**src/rtl/axi_lite_pkg.sv**
```systemverilog
// rtl/axi_lite_pkg.sv - shared types and constants for the AXI-Lite master
package axi_lite_pkg;

  localparam int ADDR_W   = 32;
  localparam int DATA_W   = 32;
  localparam int STRB_W   = DATA_W / 8;
  localparam int TO_CNT_W = 16;

  localparam logic RESP_OKAY = 1'b0;

  typedef enum logic [2:0] {
    IDLE,
    RADDR,
    RDATA,
    WRITE,
    WRESP,
    DONE
  } state_t;

endpackage

```
**src/rtl/axi_lite_timeout.sv**
```systemverilog
// rtl/axi_lite_timeout.sv - watchdog counter for stalled slave handshakes
module axi_lite_timeout
  import axi_lite_pkg::*;
#(
  parameter int TIMEOUT_CYCLES = 255
) (
  input  logic clk,
  input  logic rst,
  input  logic clear,
  input  logic count_en,
  output logic expired
);

  localparam logic [TO_CNT_W-1:0] LIMIT = TO_CNT_W'(TIMEOUT_CYCLES - 1);

  logic [TO_CNT_W-1:0] cnt;

  always_ff @(posedge clk) begin
    if (rst || clear) begin
      cnt <= '0;
    end else if (count_en) begin
      cnt <= cnt + 1'b1;
    end
  end

  // Fires during the TIMEOUT_CYCLES-th waiting cycle so the state leaves on that edge.
  assign expired = count_en && (cnt >= LIMIT);

endmodule

```
**src/rtl/axi_lite_master.sv**
```systemverilog
// rtl/axi_lite_master.sv - single-outstanding AXI-Lite master; optional watchdog via AXI_LITE_MASTER_TIMEOUT_EN
module axi_lite_master
  import axi_lite_pkg::*;
#(
  parameter int TIMEOUT_CYCLES = 255
) (
  input  logic              clk,
  input  logic              rst,
  input  logic              req_valid,
  output logic              req_ready,
  input  logic              req_wen,
  input  logic [ADDR_W-1:0] req_addr,
  input  logic [DATA_W-1:0] req_wdata,
  input  logic [STRB_W-1:0] req_wstrb,
  output logic              resp_valid,
  output logic [DATA_W-1:0] resp_rdata,
  output logic              resp_err,
  output logic [ADDR_W-1:0] araddr,
  output logic              arvalid,
  input  logic              arready,
  input  logic [DATA_W-1:0] rdata,
  input  logic              rresp,
  input  logic              rvalid,
  output logic              rready,
  output logic [ADDR_W-1:0] awaddr,
  output logic              awvalid,
  input  logic              awready,
  output logic [DATA_W-1:0] wdata,
  output logic [STRB_W-1:0] wstrb,
  output logic              wvalid,
  input  logic              wready,
  input  logic              bresp,
  input  logic              bvalid,
  output logic              bready
);

  state_t              state, state_d;
  logic                aw_done, w_done;
  logic [ADDR_W-1:0]   addr_q;
  logic [DATA_W-1:0]   wdata_q;
  logic [STRB_W-1:0]   wstrb_q;
  logic                timeout;
  logic                accept;
  logic                aw_hs, w_hs;

  assign accept = req_valid && req_ready;
  assign aw_hs  = awvalid && awready;
  assign w_hs   = wvalid && wready;

  // Handshake outputs come from registered state only, never from the ready inputs.
  assign req_ready  = (state == IDLE) && !rst;
  assign arvalid    = (state == RADDR);
  assign rready     = (state == RDATA);
  assign awvalid    = (state == WRITE) && !aw_done;
  assign wvalid     = (state == WRITE) && !w_done;
  assign bready     = (state == WRESP);
  assign resp_valid = (state == DONE);
  assign araddr     = addr_q;
  assign awaddr     = addr_q;
  assign wdata      = wdata_q;
  assign wstrb      = wstrb_q;

`ifdef AXI_LITE_MASTER_TIMEOUT_EN
  axi_lite_timeout #(
    .TIMEOUT_CYCLES(TIMEOUT_CYCLES)
  ) u_timeout (
    .clk      (clk),
    .rst      (rst),
    .clear    (state_d != state),
    .count_en (state inside {RADDR, RDATA, WRITE, WRESP}),
    .expired  (timeout)
  );
`else
  wire unused_timeout_cfg = ^TIMEOUT_CYCLES;
  assign timeout = 1'b0;
`endif

  always_comb begin
    state_d = state;
    case (state)
      IDLE:  if (accept) state_d = req_wen ? WRITE : RADDR;
      RADDR: if (arready) state_d = RDATA;
      RDATA: if (rvalid) state_d = DONE;
      WRITE: if ((aw_done || awready) && (w_done || wready)) state_d = WRESP;
      WRESP: if (bvalid) state_d = DONE;
      DONE:  state_d = IDLE;
      default: state_d = IDLE;
    endcase
    if (timeout) state_d = DONE;
  end

  always_ff @(posedge clk) begin
    if (rst) begin
      state      <= IDLE;
      aw_done    <= 1'b0;
      w_done     <= 1'b0;
      addr_q     <= '0;
      wdata_q    <= '0;
      wstrb_q    <= '0;
      resp_rdata <= '0;
      resp_err   <= 1'b0;
    end else begin
      state <= state_d;
      if (accept) begin
        addr_q  <= req_addr;
        wdata_q <= req_wdata;
        wstrb_q <= req_wstrb;
      end
      // Flags live only for the duration of one WRITE phase.
      if (state_d != WRITE) begin
        aw_done <= 1'b0;
        w_done  <= 1'b0;
      end else begin
        if (aw_hs) aw_done <= 1'b1;
        if (w_hs)  w_done  <= 1'b1;
      end
      if (timeout) begin
        resp_rdata <= '0;
        resp_err   <= 1'b1;
      end else if (rready && rvalid) begin
        resp_rdata <= rdata;
        resp_err   <= (rresp != RESP_OKAY);
      end else if (bready && bvalid) begin
        resp_err   <= (bresp != RESP_OKAY);
      end
    end
  end

endmodule

```
**config.mk**
```make
export PLATFORM = sky130hd
export DESIGN_NAME = axi_lite_master
export DESIGN_NICKNAME = d
export VERILOG_FILES = /design/src/rtl/axi_lite_pkg.sv /design/src/rtl/axi_lite_timeout.sv /design/src/rtl/axi_lite_master.sv
export SDC_FILE = /design/constraint.sdc
export NUM_CORES = 1
export LEC_CHECK = 0
export CAP_MARGIN = 20
export CORE_ASPECT_RATIO = 0.8
export CORE_MARGIN = 2
export CORE_UTILIZATION = 37
export CTS_CLUSTER_DIAMETER = 100
export DETAILED_ROUTE_END_ITERATION = 12
export PLACE_DENSITY_LB_ADDON = 0.05
export SKIP_CTS_REPAIR_TIMING = 1
export SYNTH_ARGS = -nofsm -noshare
export SYNTH_HDL_FRONTEND = slang
export SYNTH_SLANG_ARGS = --single-unit
```
**constraint.sdc**
```tcl
create_clock -name clk -period 1.65 [get_ports clk]
set_input_delay 0.4125 -clock clk [delete_from_list [all_inputs] [get_ports clk]]
set_output_delay 0.4125 -clock clk [all_outputs]
set_load 0.01 [all_outputs]
```
# After elaboration in Yosys (flattened, before gate mapping)
# Cells that the tools add are included.
# classes
magnitude_cmp	0
bitwise_logic	0
mul	0
mux	9
div	0
n_eq_ne	6
add_sub_neg	0
shifts	0
n_reduce_logical	17
# ops
operator	count
2-to-1 mux 3 bit	5
one-hot mux 3 bit (5 select lines)	1
logical AND 1 bit	9
== test 3 x 2 -> 1 bit, second input constant	2
== test 3 bit, second input constant	2
== test 3 x 1 -> 1 bit, second input constant	1
logical NOT 1 bit	3
logical NOT 3 bit	1
inequality test 3 x 2 -> 1 bit, second input constant	1
logical OR 1 bit	2
2-to-1 mux 1 bit	2
2-to-1 mux 2 bit	1
nonzero test 2 bit	1
OR reduction 2 bit	1
# totals
latchBits	0
ramBits	0
input_bits	111
memories	0
register_bits	106
mem_bits_ro	0
word_cells	40
out_inout_bits	140

# Logic depth before layout (Yosys ltp)
# depth
ltp_word	7
ltp_mapped	7
ltp_nobuf	4

# Least setup slack after synthesis
# OpenSTA, ideal clock, no wires.
# synth_timing
path_type	register to register
start	register state[0]
end	register addr_q[11], in the netlist araddr[11]
n_path_buf	2
setup_ns	0.132
stages_incl_launch_ff	7
arrival_time_ns	1.377
required_time_ns	1.518
path_slack_ns	0.141
synth_period_minus_slack_ns	1.509
path_cell_list	dfxtp_1 -> nor4_4 -> nand2_1 -> buf_2 -> clkbuf_1 -> nand2_1 -> a21oi_1
# synth_between
elab_chain_cells	3
# synth_lines
item	line	text
start: declaration	axi_lite_master.sv:37	state_t state, state_d;
start signal: assignment	axi_lite_master.sv:103	state <= state_d;
logical NOT 3 bit	axi_lite_master.sv:51	assign req_ready = (state == IDLE) && !rst;
logical AND 1 bit	axi_lite_master.sv:51	
net req_ready	axi_lite_master.sv:10	output logic req_ready,
logical AND 1 bit	axi_lite_master.sv:46	assign accept = req_valid && req_ready;
end signal: assignment	axi_lite_master.sv:105	addr_q <= req_addr;
end: declaration	axi_lite_master.sv:39	logic [ADDR_W-1:0] addr_q;
# The timed path passes the listed nets, and every way through them passes these cells.
# A chain may end at the register's enable or synchronous reset.

# Worst setup path in the final report
# layout_timing
start	register state[0]
end	output rready
# layout_between
elab_chain_cells	1
# layout_lines
item	line	text
== test 3 x 2 -> 1 bit	axi_lite_master.sv:53	assign rready = (state == RDATA);
end: declaration	axi_lite_master.sv:24	output logic rready,
# No other way between the ends.

==> impl_summary.log <==
[metrics] hpwl dp: roughly 9000 um
[metrics] violations in the final reports: setup timing
[metrics] clock tree from TritonCTS: yes
[metrics] Max Cap Violations: 0
[metrics] sequential fraction of the synthesis area: 0.522
[metrics] highest ir drop seen on vdd: about 0.64 mV
[metrics] Die X: 121 um
[metrics] flip-flop and latch count after synthesis: roughly 110
[metrics] post-DR vias/cell: roughly 4.7
[metrics] die height: 97.8 um
[metrics] post-synth net total: ~630
[metrics] required time reported for the critical path endpoint: about 1.2 ns
[metrics] largest net degree at the start of global routing: 59
[metrics] top cells by area, synth: dfxtp_1 (52%), nand2_1 (19%), a21oi_1 (13%), buf_4 (6.5%), clkbuf_1 (1.9%)
[metrics] number of endpoints failing setup at the final stage: 1
[metrics] antenna violations before repair: 0
[metrics] total global-route track usage: 0.198
[metrics] average instance area after synthesis: around 7.9 um^2
[metrics] min-delay worst type: reg -> reg
[metrics] Final Cell Area: 7280 um^2
[metrics] number of standard-cell rows in the floorplan: 34
[metrics] placed cell areas: roughly 6600 um^2
[metrics] share of post-route cells with drive strength above 1: 0.0840
[metrics] most repeated cell in the gate-level netlist after synthesis: nand2_1
[metrics] remaining antenna violation count: 0
[metrics] CP max stage cell: dfxtp_4
[metrics] number of cells in the finished layout apart from fillers: 882
[metrics] starting density of the core: 0.376
[metrics] share of Yosys cell area claimed by the top area cell type: 0.522
[metrics] Hold Violations, Final: 0
[metrics] number of synthesis warnings: 0
[metrics] headroom to the max-slew limit: 0.592
[metrics] buffers from clock root to sink, at most: 2
[metrics] Max Fanout on Critical Path: 8
[metrics] Final Wtd Congestion: ~0.85
[metrics] PwrDens: ~840 nW/um^2
[metrics] multi-input combinational cell area: ~1600 um^2
[metrics] synthesized instance count: 514
[metrics] number of enable-type register cells in the synthesized netlist: 0
[metrics] Distinct cells, synth: 25
[metrics] clock transition at the registers of the reported paths: about 0.07 ns
[metrics] detailed-route DRC error count: 0
[metrics] post-route setup slack: -0.0507 ns
[metrics] most used flip-flop cell after synthesis: dfxtp_1
[metrics] Post-synth ARST share: 0
[metrics] unrepaired setup endpoints after global routing: yes
[metrics] total routed wirelength: ~13000 um
[metrics] count of antenna diodes in the layout: 0
[metrics] DRC marker count from the first detailed-route iteration: around 190
[metrics] launching element type of the critical path: flip-flop
[metrics] count of boundary I/O pins: between 200 and 300
[metrics] CTS H-tree lvls: 3
[metrics] Worst Skew: 0.00485 ns
[metrics] die area: between 10000 and 15000 um^2
[metrics] post-route minimum period: about 1.7 ns
[metrics] final period utilization: 1.03
[metrics] number of fill cells: between 800 and 900
[metrics] number of global-route vias before repair: 3775
[metrics] Yosys top cell by area: dfxtp_1
[metrics] result of the run: finished, violations left
[metrics] routed length per placed instance: 14.7 um
[metrics] vias after detailed routing: between 4000 and 5000
[metrics] clock sink total: 106
[metrics] worst path arrival time: 1.29 ns
[metrics] WHS: ~0.45 ns
[metrics] most used cell along the critical path: buf_6
[metrics] CP Capture Type: output pin
[metrics] most frequent cells after synthesis: nand2_1 (204), dfxtp_1 (106), a21oi_1 (104)
[metrics] Pre-Repair DR Iteration Count: 4
[metrics] global route total overflow: 0
[metrics] area of all sequential standard cells: 2130 um^2
[metrics] Final TNS setup: -0.0507 ns
[metrics] final-stage net count: 845
[metrics] Final Max Tran Viols: 0
[metrics] Place WS: -0.228 ns
[metrics] max frequency: between 0.5 and 0.6 GHz
[metrics] clock tree root driver cell: clkbuf_16
[metrics] CP max stage delay: ~0.38 ns
[metrics] Cell Area, Synth: just over 4000 um^2
[metrics] crit-path leading delay family: buffers and inverters
[metrics] critical path start-end classification: reg -> out
[metrics] Port Buffers: 250
[metrics] CP Buf/Inv Count: 3
[metrics] clock latency at the later pin of the worst-skew pair: 0.33 ns
[metrics] area growth from synthesis to final layout: 78.9%
[metrics] Tightest Pin Transition: between 0.6 and 0.7 ns
[metrics] wire length of the first global-routing pass: between 15000 and 20000 um
[metrics] core area: between 10000 and 15000 um^2
[metrics] chain of cells forming the critical path: buf_6, buf_6, nor3b_4, buf_2
[metrics] number of buffers added by the clock tree synthesis step: 9
[metrics] Leak: roughly 4.7 nW
[metrics] total instance count after detailed placement: between 800 and 900
cells by family (layout without fill, tap and decap cells):
kind of cell	count (synthesis)	after routing	share of synthesized area
flops	106	106	0.522
compound gates	112	112	0.143
simple gates	226	226	0.229
buf+inv	70	294	0.106
per-stage QoR:
step	util	total power, mW
4_1_cts	0.637	6.22
6_report	0.673	6.14
3_5_place_dp	0.609	4.04
5_1_grt	0.673	6.43
3_3_place_gp	0.609	4.02
2_1_floorplan	-	3.33
worst paths after layout:
check	cells past startpoint	from	endpoint	slack (ns)
hold reg to reg	2	resp_rdata[31]$_SDFFE_PP0P_	resp_rdata[31]$_SDFFE_PP0P_	0.45
setup reg to reg	6	state[0]$_SDFF_PP0_	w_done$_SDFFE_PP0P_	0.10
setup / recovery	4	state[0]$_SDFF_PP0_	rready	-0.05
hold / removal	2	resp_rdata[31]$_SDFFE_PP0P_	resp_rdata[31]$_SDFFE_PP0P_	0.45
cell usage in the layout (no fill, tap or decap), drive strengths merged, types with 3 or more instances in the layout:
master | synthesis | routed
clkdlybuf4s50 | 0 | 116
nor2 | 4 | 4
nand2 | 204 | 204
buf | 48 | 32
dlymetal6s2s | 0 | 127
dfxtp | 106 | 106
nor3b | 3 | 3
a21oi | 104 | 104
clkbuf | 21 | 16
cell type report:
cell class / count / area share
Inverter: 1 / 0.000516
Clock buffer: 13 / 0.0371
Timing Repair Buffer: 278 / 0.427
Tap cell: 144 / 0.0248
Sequential cell: 106 / 0.293
Clock inverter: 2 / 0.00482
Multi-Input combinational cell: 338 / 0.213
worst reg2reg max path, stage by stage (launching register included):
cell       delay (ns)
dfxtp_4          0.41
buf_6            0.12
buf_6            0.10
nand4bb_1        0.17
nand2_1          0.14
a211oi_1         0.40
nor3_1           0.09
flip-flops by register name, indices dropped and copies added, names as in the netlist:
| signal | flops |
|---|---|
| araddr | 32 |
| resp_rdata | 32 |
| wdata | 32 |
| wstrb | 4 |
| state | 3 |
| aw_done | 1 |
| resp_err | 1 |
| w_done | 1 |
power breakdown:
group / internal [mW] / switching, mW
Clock: 1.29 / 0.874
Sequential: 2.69 / 0.0819
Combinational: 0.685 / 0.513
layer usage:
metal,routed length (um),share of wire,vias to the layer above,global-route usage
met5,0,0,-,0
met4,130,0.010,0,0.0557
met3,1030,0.079,9,0.0654
met2,6680,0.52,161,0.352
met1,5100,0.39,1926,0.227
li1,-,-,2059,-
Note: power is estimated with default switching activity, not from simulation.
